[config.mk]
export PLATFORM = sky130hd
export DESIGN_NAME = ins_cache_refill
export DESIGN_NICKNAME = d
export VERILOG_FILES = /design/src/rtl/ins_cache_refill.sv
export SDC_FILE = /design/constraint.sdc
export NUM_CORES = 1
export LEC_CHECK = 0
export CAP_MARGIN = 20
export CELL_PAD_IN_SITES_DETAIL_PLACEMENT = 1
export CELL_PAD_IN_SITES_GLOBAL_PLACEMENT = 1
export CORE_MARGIN = 2
export CORE_UTILIZATION = 30
export CTS_CLUSTER_SIZE = 8
export DETAILED_ROUTE_END_ITERATION = 10
export PLACE_DENSITY_LB_ADDON = 0.1
export SETUP_SLACK_MARGIN = 0.02
export SYNTH_ARGS = -nofsm -noshare
export SYNTH_HDL_FRONTEND = slang
export SYNTH_SLANG_ARGS = --single-unit
[constraint.sdc]
create_clock -name ins_cache_refill_clock_in -period 4 [get_ports ins_cache_refill_clock_in]
set_input_delay 0.4 -clock ins_cache_refill_clock_in [delete_from_list [all_inputs] [get_ports ins_cache_refill_clock_in]]
set_output_delay 0.4 -clock ins_cache_refill_clock_in [all_outputs]
set_load 0.01 [all_outputs]
[src/rtl/ins_cache_refill.sv]
// -----------------------------------------------------------------------------
// ins_cache_refill
//
// Line refill engine for the instruction cache. On a miss it reads one cache
// line from main instruction memory, starting with the missed (critical) word
// and wrapping modulo the line length. Each returned word is written into the
// I-cache data array. The critical word is also forwarded to the fetch path
// as soon as it arrives, unless a pipeline flush has been seen during the
// refill. After the last word the tag/valid entry is written and done pulses.
//
// Ports
//   ins_cache_refill_clock_in        clock, rising edge
//   ins_cache_refill_reset_in        asynchronous active-low reset
//   ins_cache_refill_req_in          miss request (level, held until done)
//   ins_cache_refill_addr_in         missed byte address
//   ins_cache_refill_flush_in        pipeline flush, suppresses the forward
//   ins_cache_refill_busy_out        refill in progress (FILL or TAG)
//   ins_cache_refill_done_out        1-cycle pulse: line and tag written
//   ins_cache_refill_crit_valid_out  1-cycle pulse: critical word valid
//   ins_cache_refill_crit_data_out   critical word
//   ins_mem_req_out / _addr_out      memory read request, word-aligned address
//   ins_mem_gnt_in                   request accepted (req & gnt = issue)
//   ins_mem_rvalid_in / _rdata_in    in-order read response
//   ins_cache_we_out                 data-array write enable
//   ins_cache_index_out              line index for data and tag writes
//   ins_cache_word_out               word within line
//   ins_cache_data_out               word to write
//   ins_cache_tag_we_out             tag-array write enable (sets valid)
//   ins_cache_tag_out                tag to write
// -----------------------------------------------------------------------------
module ins_cache_refill #(
  parameter  int ADDR_WIDTH     = 32,
  parameter  int DATA_WIDTH     = 32,
  parameter  int WORDS_PER_LINE = 4,
  parameter  int INDEX_BITS     = 6,
  localparam int OFF_BITS       = $clog2(WORDS_PER_LINE) + 2,
  localparam int WORD_BITS      = OFF_BITS - 2,
  localparam int TAG_W          = ADDR_WIDTH - INDEX_BITS - OFF_BITS
) (
  input  logic                  ins_cache_refill_clock_in,
  input  logic                  ins_cache_refill_reset_in,
  input  logic                  ins_cache_refill_req_in,
  input  logic [ADDR_WIDTH-1:0] ins_cache_refill_addr_in,
  input  logic                  ins_cache_refill_flush_in,
  output logic                  ins_cache_refill_busy_out,
  output logic                  ins_cache_refill_done_out,
  output logic                  ins_cache_refill_crit_valid_out,
  output logic [DATA_WIDTH-1:0] ins_cache_refill_crit_data_out,
  output logic                  ins_mem_req_out,
  output logic [ADDR_WIDTH-1:0] ins_mem_addr_out,
  input  logic                  ins_mem_gnt_in,
  input  logic                  ins_mem_rvalid_in,
  input  logic [DATA_WIDTH-1:0] ins_mem_rdata_in,
  output logic                  ins_cache_we_out,
  output logic [INDEX_BITS-1:0] ins_cache_index_out,
  output logic [WORD_BITS-1:0]  ins_cache_word_out,
  output logic [DATA_WIDTH-1:0] ins_cache_data_out,
  output logic                  ins_cache_tag_we_out,
  output logic [TAG_W-1:0]      ins_cache_tag_out
);

  typedef enum logic [1:0] {
    ST_IDLE,
    ST_FILL,
    ST_TAG
  } state_t;

  localparam logic [WORD_BITS:0] CNT_ONE = 1;

  state_t                 state;
  logic [TAG_W-1:0]       tag_q;
  logic [INDEX_BITS-1:0]  index_q;
  logic [WORD_BITS-1:0]   crit_q;
  // One bit wider than a word offset so that "all N done" is the MSB.
  logic [WORD_BITS:0]     issued_q;
  logic [WORD_BITS:0]     recvd_q;
  logic                   flush_q;

  logic [WORD_BITS-1:0]   issue_word;
  logic [WORD_BITS-1:0]   recv_word;
  logic                   issue_fire;
  logic                   recv_accept;
  logic                   recv_last;

  // Byte-offset bits of the missed address never reach the memory port.
  logic                   unused_addr_bits;
  assign unused_addr_bits = ^ins_cache_refill_addr_in[1:0];

  // Word order wraps modulo the line length: the WORD_BITS-wide sum drops
  // the carry, so crit+k naturally rolls back to word 0.
  always_comb begin
    issue_word = crit_q + issued_q[WORD_BITS-1:0];
    recv_word  = crit_q + recvd_q[WORD_BITS-1:0];
  end

  // Memory request is decoded from registered state so a grant can be taken
  // every cycle without a bubble.
  assign ins_mem_req_out  = (state == ST_FILL) && !issued_q[WORD_BITS];
  assign ins_mem_addr_out = ins_mem_req_out ? {tag_q, index_q, issue_word, 2'b00}
                                            : '0;

  assign issue_fire  = ins_mem_req_out && ins_mem_gnt_in;
  // Responses are only taken while words are still owed; stray pulses in
  // IDLE/TAG or beyond the N-th word are dropped.
  assign recv_accept = (state == ST_FILL) && ins_mem_rvalid_in && !recvd_q[WORD_BITS];
  assign recv_last   = (recvd_q[WORD_BITS-1:0] == '1);

  // NOTE: sequential state uses non-blocking assignments only, so every
  // register samples the pre-edge value of every other register.
  always_ff @(posedge ins_cache_refill_clock_in or negedge ins_cache_refill_reset_in) begin
    if (!ins_cache_refill_reset_in) begin
      // NOTE: datapath registers are reset too, not just control, because the
      // output ports must read zero while reset is held.
      state                           <= ST_IDLE;
      tag_q                           <= '0;
      index_q                         <= '0;
      crit_q                          <= '0;
      issued_q                        <= '0;
      recvd_q                         <= '0;
      flush_q                         <= 1'b0;
      ins_cache_refill_busy_out       <= 1'b0;
      ins_cache_refill_done_out       <= 1'b0;
      ins_cache_refill_crit_valid_out <= 1'b0;
      ins_cache_refill_crit_data_out  <= '0;
      ins_cache_we_out                <= 1'b0;
      ins_cache_index_out             <= '0;
      ins_cache_word_out              <= '0;
      ins_cache_data_out              <= '0;
      ins_cache_tag_we_out            <= 1'b0;
      ins_cache_tag_out               <= '0;
    end else begin
      // NOTE: pulse outputs default low every cycle; the branches below only
      // ever raise them, so each strobe lasts exactly one cycle.
      ins_cache_we_out                <= 1'b0;
      ins_cache_refill_crit_valid_out <= 1'b0;
      ins_cache_tag_we_out            <= 1'b0;
      ins_cache_refill_done_out       <= 1'b0;

      case (state)
        ST_IDLE: begin
          ins_cache_refill_busy_out <= 1'b0;
          if (ins_cache_refill_req_in) begin
            tag_q                     <= ins_cache_refill_addr_in[ADDR_WIDTH-1 -: TAG_W];
            index_q                   <= ins_cache_refill_addr_in[OFF_BITS +: INDEX_BITS];
            crit_q                    <= ins_cache_refill_addr_in[OFF_BITS-1:2];
            ins_cache_index_out       <= ins_cache_refill_addr_in[OFF_BITS +: INDEX_BITS];
            issued_q                  <= '0;
            recvd_q                   <= '0;
            flush_q                   <= 1'b0;
            ins_cache_refill_busy_out <= 1'b1;
            state                     <= ST_FILL;
          end
        end

        ST_FILL: begin
          if (ins_cache_refill_flush_in) begin
            flush_q <= 1'b1;
          end
          if (issue_fire) begin
            issued_q <= issued_q + CNT_ONE;
          end
          if (recv_accept) begin
            ins_cache_we_out   <= 1'b1;
            ins_cache_word_out <= recv_word;
            ins_cache_data_out <= ins_mem_rdata_in;
            recvd_q            <= recvd_q + CNT_ONE;
            // The first response is always the critical word. A flush seen
            // in this very cycle suppresses it as well as an earlier one.
            if ((recvd_q == '0) && !flush_q && !ins_cache_refill_flush_in) begin
              ins_cache_refill_crit_valid_out <= 1'b1;
              ins_cache_refill_crit_data_out  <= ins_mem_rdata_in;
            end
            if (recv_last) begin
              ins_cache_tag_we_out      <= 1'b1;
              ins_cache_tag_out         <= tag_q;
              ins_cache_refill_done_out <= 1'b1;
              state                     <= ST_TAG;
            end
          end
        end

        ST_TAG: begin
          // Single-cycle state; the requester's still-high req is ignored
          // here and re-sampled once back in IDLE.
          if (ins_cache_refill_flush_in) begin
            flush_q <= 1'b1;
          end
          ins_cache_refill_busy_out <= 1'b0;
          state                     <= ST_IDLE;
        end

        default: begin
          state <= ST_IDLE;
        end
      endcase
    end
  end

endmodule

==> reports/metrics.yaml, run 1 <==
worst-path-max-fanout: 31
max_clock_freq_ghz: 0.3517
vdd_ir_drop_max_uv: 367.3
grt_pass1_wl_um: 24790
setup-tns-final_ns: 0
ant_nets: 0
finalSetupViolations: 0
syn2layout_area_growth_pct: 51.03
core_area_um2: 18090
clockBufferDepth: 2
drt-wirelength-per-cell_um: 17.48
cts_root_buf: "clkbuf_16"
synth_top_cell_by_area: "dfrtp_1"
netlist_area_um2: 5565
clock_latency_ns: 0.42
vias_per_cell: 4.496
antenna_found_initial: 1
routabilityCongestion: 0.7089
power.static_leakage_nw: 3.878
post-route-min-period_ns: 2.843
die_h_um: 140.2
startpoint_type: "flip-flop"
hp-class: "primary input to asynchronous set/reset pin"
fillers: 1868
fin_nets: 717
async_flop_share: 1.000
io_pins: 202
path_class: "flip-flop to output port"
track_usage: 0.1633
post-dp-hpwl_um: 10320
crit_required_ns: 3.60
drtIter0Drc: 139
cts_made_buffers: 17
routed_wl_um: 15370
yosys.cell_types.count: 38
ys.flop_type: "dfrtp_1"
h-tree-depth: 4
start_util: 0.3077
crit_family: "buffers and inverters"
drive_gt1_frac: 0.1988
slew_viol_final: 0
overflow: 0
syn_avg_cell_area_um2: 12.74
cts_tree: "done"
drtPass1Iterations: 4
cp-end-kind: "output port"
yosysWarnings: 0
skew_ns: 0.01032
finalHoldViolations: 0
synth_area_leaders: "dfrtp_1 (59%), mux2_2 (11%), mux2_4 (7.8%), nand2_1 (7.0%), and2_1 (3.4%)"
yosysMostFrequentCell: "dfrtp_1"
post_cts_buffers: 0
min_period_over_period: 0.7108
synth_edf_count: 0
synthDominantCellAreaShare: 0.5890
status: "finished, final reports clean"
die_width_um: 140.2
die-area_um2: 19660
drc_errors: 0
cts_hold_repair.buffers: 0
clock-sinks: 131
dpl_cell_area_um2: 7731
vias: 3952
worst_pin_slew_ns: 0.7907
worst-path-buf-inv: 3
cp_cell_sequence: "inv_1 -> ha_1 -> nor2b_2 -> buf_4 -> and2_1 -> clkdlybuf4s50_1"
ys_top_cells_by_count: "dfrtp_1 (131), nand2_1 (104), mux2_2 (56)"
num_rows: 49
rsz0062_at_grt: "false"
grt_pass1_vias: 4391
grt_max_degree: 84
slowest_stage: "clkdlybuf4s50_1"
portBuffers: 197
ys_ff_latch: 131
cap_violations: 0
cp_data_arrival_time_ns: 2.44
synthCells: 437
synth-seq-area-share: 0.5890
slew_headroom: 0.4728
clk_pin_slew_worst_paths_ns: 0.06
cts-resized-gates: 0
design_area_um2: 8406
p_per_area_nw_per_um2: 842.6
slowest_delay_ns: 0.56
## stage by stage
stage	total power, mW	utilization	setup slack [ns]	hold slack (ns)	cells
after global routing	7.527	0.4648	0.9297	0.07992	879
after detailed placement	5.366	0.4275	1.431	0.4626	847
after floorplan	3.707	-	2.177	0.1044	438
after CTS	7.210	0.4646	1.069	0.07521	878
after global placement	5.262	0.4275	1.523	0.4598	847
final	7.083	0.4648	1.157	0.03730	879
## layer usage
metal / track usage / wire (um) / part of all wire
met5: 0 / 0 / 0
met4: 0.05051 / 190 / 0.012
met3: 0.05265 / 745 / 0.048
met2: 0.2745 / 7847 / 0.51
met1: 0.2005 / 6582 / 0.43
## placed cells by master (no fill, tap or decap), types with 4 or more instances in the layout
cell type	netlist	routed
a21oi_1	4	4
and2_1	30	30
buf_4	3	6
bufinv_16	0	6
clkbuf_16	0	17
clkdlybuf4s50_1	0	196
dfrtp_1	131	131
ha_1	10	10
inv_1	7	7
mux2_2	56	56
mux2_4	29	29
nand2_1	104	104
nand2b_1	5	5
nor2_1	4	4
nor2b_1	5	4
## logic make-up (layout without fill, tap and decap cells)
kind of cell / after synthesis / count (layout) / share of synthesized area
buf+inv: 31 / 242 / 0.03193
compound gates: 13 / 13 / 0.01686
fa+ha+maj: 10 / 10 / 0.02248
mux: 89 / 89 / 0.1990
flops: 131 / 131 / 0.5890
simple gates: 158 / 158 / 0.1338
xor+xnor: 4 / 4 / 0.006296
other cells: 1 / 3 / 0.0006738
## final cells by class
class	count	area, um2	area share
antenna	1	2.502	0.0002977
clock buffer	19	442.9	0.05269
clock inverter	12	229.0	0.02724
inverter	8	32.53	0.003870
multi-input combinational	276	2116	0.2517
sequential	131	3278	0.3900
tap	229	286.5	0.03409
timing repair buffer	203	2018	0.2401
## flip-flops by register name (all words and copies together), names as in the netlist
name and cells:
crit_q 2, flush_q 1, index_q 6, ins_cache_data_out 32, ins_cache_refill_busy_out 1, ins_cache_refill_crit_data_out 32
ins_cache_refill_crit_valid_out 1, ins_cache_tag_out 22, ins_cache_tag_we_out 1, ins_cache_we_out 1, ins_cache_word_out 2, issued_q 3
recvd_q 3, state 2, tag_q 22
## path summary, 6_finish.rpt
kind	start	end	slack, ns	depth (start not counted)
worst max-delay path	state[1]$_DFFE_PN0P_	ins_mem_addr_out[3]	1.16	6
worst min-delay path	ins_cache_refill_reset_in	ins_cache_data_out[10]$_DFFE_PN0P_	0.04	1
worst max register to register	state[1]$_DFFE_PN0P_	ins_cache_refill_crit_data_out[18]$_DFFE_PN0P_	1.45	6
worst min register to register	ins_cache_data_out[19]$_DFFE_PN0P_	ins_cache_data_out[19]$_DFFE_PN0P_	0.48	2
max in group asynchronous	ins_cache_refill_reset_in	ins_cache_data_out[29]$_DFFE_PN0P_	3.03	2
min in group ins_cache_refill_clock_in	ins_cache_data_out[19]$_DFFE_PN0P_	ins_cache_data_out[19]$_DFFE_PN0P_	0.48	2
## power by group
part / internal (mW) / total [mW] / leakage, nW / switching (mW)
Sequential: 1.92 / 2.29 / 1.63 / 0.362
Clock: 1.19 / 1.79 / 0.316 / 0.603
Combinational: 1.77 / 3.01 / 1.94 / 1.24
Total: 4.88 / 7.08 / 3.88 / 2.20
No activity file was read; power rests on OpenSTA's default activity.
==> inputs of run 2 (changes only) <==
clock period = 2.94 ns   (was 4 ns; I/O delays follow)
==> reports/metrics.yaml, run 2 (synthesis results as in run 1) <==
cap_violations: 0
swShare: 0.3074
grt_max_degree: 69
core_area_um2: 18090
clockBufferDepth: 2
combPwrFrac: 0.425
p_per_area_nw_per_um2: 1142
layout_common_cells: "clkdlybuf4s50_1 (196), dfrtp_1 (131), nand2_1 (104), mux2_2 (56), and2_1 (30)"
slew_headroom: 0.5244
startpoint_type: "flip-flop"
clk_pin_slew_worst_paths_ns: 0.06
track_usage: 0.1553
grt_pass1_wl_um: 23820
power.static_leakage_nw: 3.899
vdd_ir_drop_max_uv: 437.7
die_h_um: 140.2
finalHoldViolations: 0
drtIter0Drc: 100
crit_required_ns: 2.65
clock-sinks: 131
num_rows: 49
drt-wirelength-per-cell_um: 16.68
power_frac_seq: 0.322
vias_per_cell: 4.487
syn2layout_area_growth_pct: 51.57
min_period_over_period: 0.9328
routabilityCongestion: 0.6884
drtPass1Iterations: 4
die_width_um: 140.2
post-route-min-period_ns: 2.743
rsz0062_at_grt: "false"
worst-path-max-fanout: 31
post-route-util: 0.4664
clock_latency_ns: 0.41
top_regs: "ins_cache_data_out x32, ins_cache_refill_crit_data_out x32"
vias: 3953
cp-end-kind: "output port"
cts_made_buffers: 17
fin_nets: 719
post-dp-hpwl_um: 10190
ant_nets: 0
cts_tree: "done"
overflow: 0
p_switching_mw: 2.963
routed_wl_um: 14700
io_pins: 202
hp-class: "primary input to asynchronous set/reset pin"
die-area_um2: 19660
max_clock_freq_ghz: 0.3646
path_class: "flip-flop to output port"
internal_power_mw: 6.675
cts_root_buf: "clkbuf_16"
hold_ws_ns: 0.4438
slew_viol_final: 0
antenna_found_initial: 0
cp_data_arrival_time_ns: 2.45
h-tree-depth: 4
setup-tns-final_ns: 0
n_antenna_cell: 0
status: "finished, final reports clean"
layout_commonest_cell: "clkdlybuf4s50_1"
grt_pass1_vias: 4338
drive_gt1_frac: 0.2009
finalSetupViolations: 0
drc_errors: 0
worst_pin_slew_ns: 0.7134
power_frac_clock: 0.253
skew_ns: 0.008425
portBuffers: 197
start_util: 0.3077
run 2: changes by cell type in the layout (fill, tap and decap cells not counted), sizes merged:
cell,change
buf,+1
clkinvlp,-1
dlygate4sd3,+1
diode,-1
clkbuf,+1
clkinv,+1
run 2: path summary, 6_finish.rpt:
| path | to | slack, ns | cells after the start | startpoint |
|---|---|---|---|---|
| setup / recovery | ins_mem_addr_out[3] | 0.20 | 6 | state[1]$_DFFE_PN0P_ |
| hold reg to reg | ins_cache_data_out[4]$_DFFE_PN0P_ | 0.47 | 2 | ins_cache_data_out[4]$_DFFE_PN0P_ |
| hold / removal | ins_cache_data_out[10]$_DFFE_PN0P_ | 0.44 | 2 | ins_cache_refill_reset_in |
| min in group ins_cache_refill_clock_in | ins_cache_data_out[12]$_DFFE_PN0P_ | 0.45 | 3 | ins_mem_rdata_in[12] |
| setup reg to reg | ins_cache_refill_crit_data_out[6]$_DFFE_PN0P_ | 0.43 | 6 | state[1]$_DFFE_PN0P_ |
| max in group asynchronous | ins_cache_data_out[19]$_DFFE_PN0P_ | 1.65 | 3 | ins_cache_refill_reset_in |
run 2: stage by stage:
| stage | area [um2] | std cells | power [mW] | worst slack (ns) |
|---|---|---|---|---|
| floorplan | 5569 | 438 | 5.044 | 1.223 |
| global placement | 7739 | 848 | 7.166 | 0.4826 |
| detailed placement | 7739 | 848 | 7.297 | 0.3851 |
| CTS | 8432 | 881 | 9.796 | 0.06278 |
| global route | 8436 | 881 | 10.23 | 0.06105 |
| finish | 8436 | 881 | 9.637 | 0.1975 |
run 2: critical path: stages (launching register included):
cell	delay, ns
dfrtp_1	0.40
inv_1	0.13
ha_1	0.31
nor2b_2	0.20
buf_6	0.24
and2_1	0.20
clkdlybuf4s50_1	0.55
run 2: layout make-up:
class / instances / area, um2
fillers: 1905 / 9651
flip-flops and latches: 131 / 3278
multi-input cells: 276 / 2116
repair buffers: 205 / 2039
clock buffers: 20 / 456.7
well taps: 229 / 286.5
clock inverters: 12 / 226.5
inverters: 8 / 32.53
run 2: power groups by stage:
stage	clock network (mW)	logic (mW)	registers, mW
3_5_place_dp	0	4.17	3.13
2_1_floorplan	0	1.72	3.33
6_report	2.44	4.10	3.10
5_1_grt	2.58	4.42	3.22
3_3_place_gp	0	4.08	3.08
4_1_cts	2.50	4.19	3.12
run 2: routing by layer:
metal | up-vias | part of all wire | track usage
met4 | 0 | 0.011 | 0.05423
met1 | 2005 | 0.44 | 0.1927
met5 | - | 0 | 0
met3 | 13 | 0.045 | 0.03692
met2 | 101 | 0.50 | 0.2657
li1 | 1834 | - | -
run 2: what timing repair did:
item                       4_1_cts  5_1_grt
hold buffers                     1        0
hold endpoints to repair        65        0
resized for setup                0        1
setup endpoints to repair        0        4
buffers inserted                 0        0
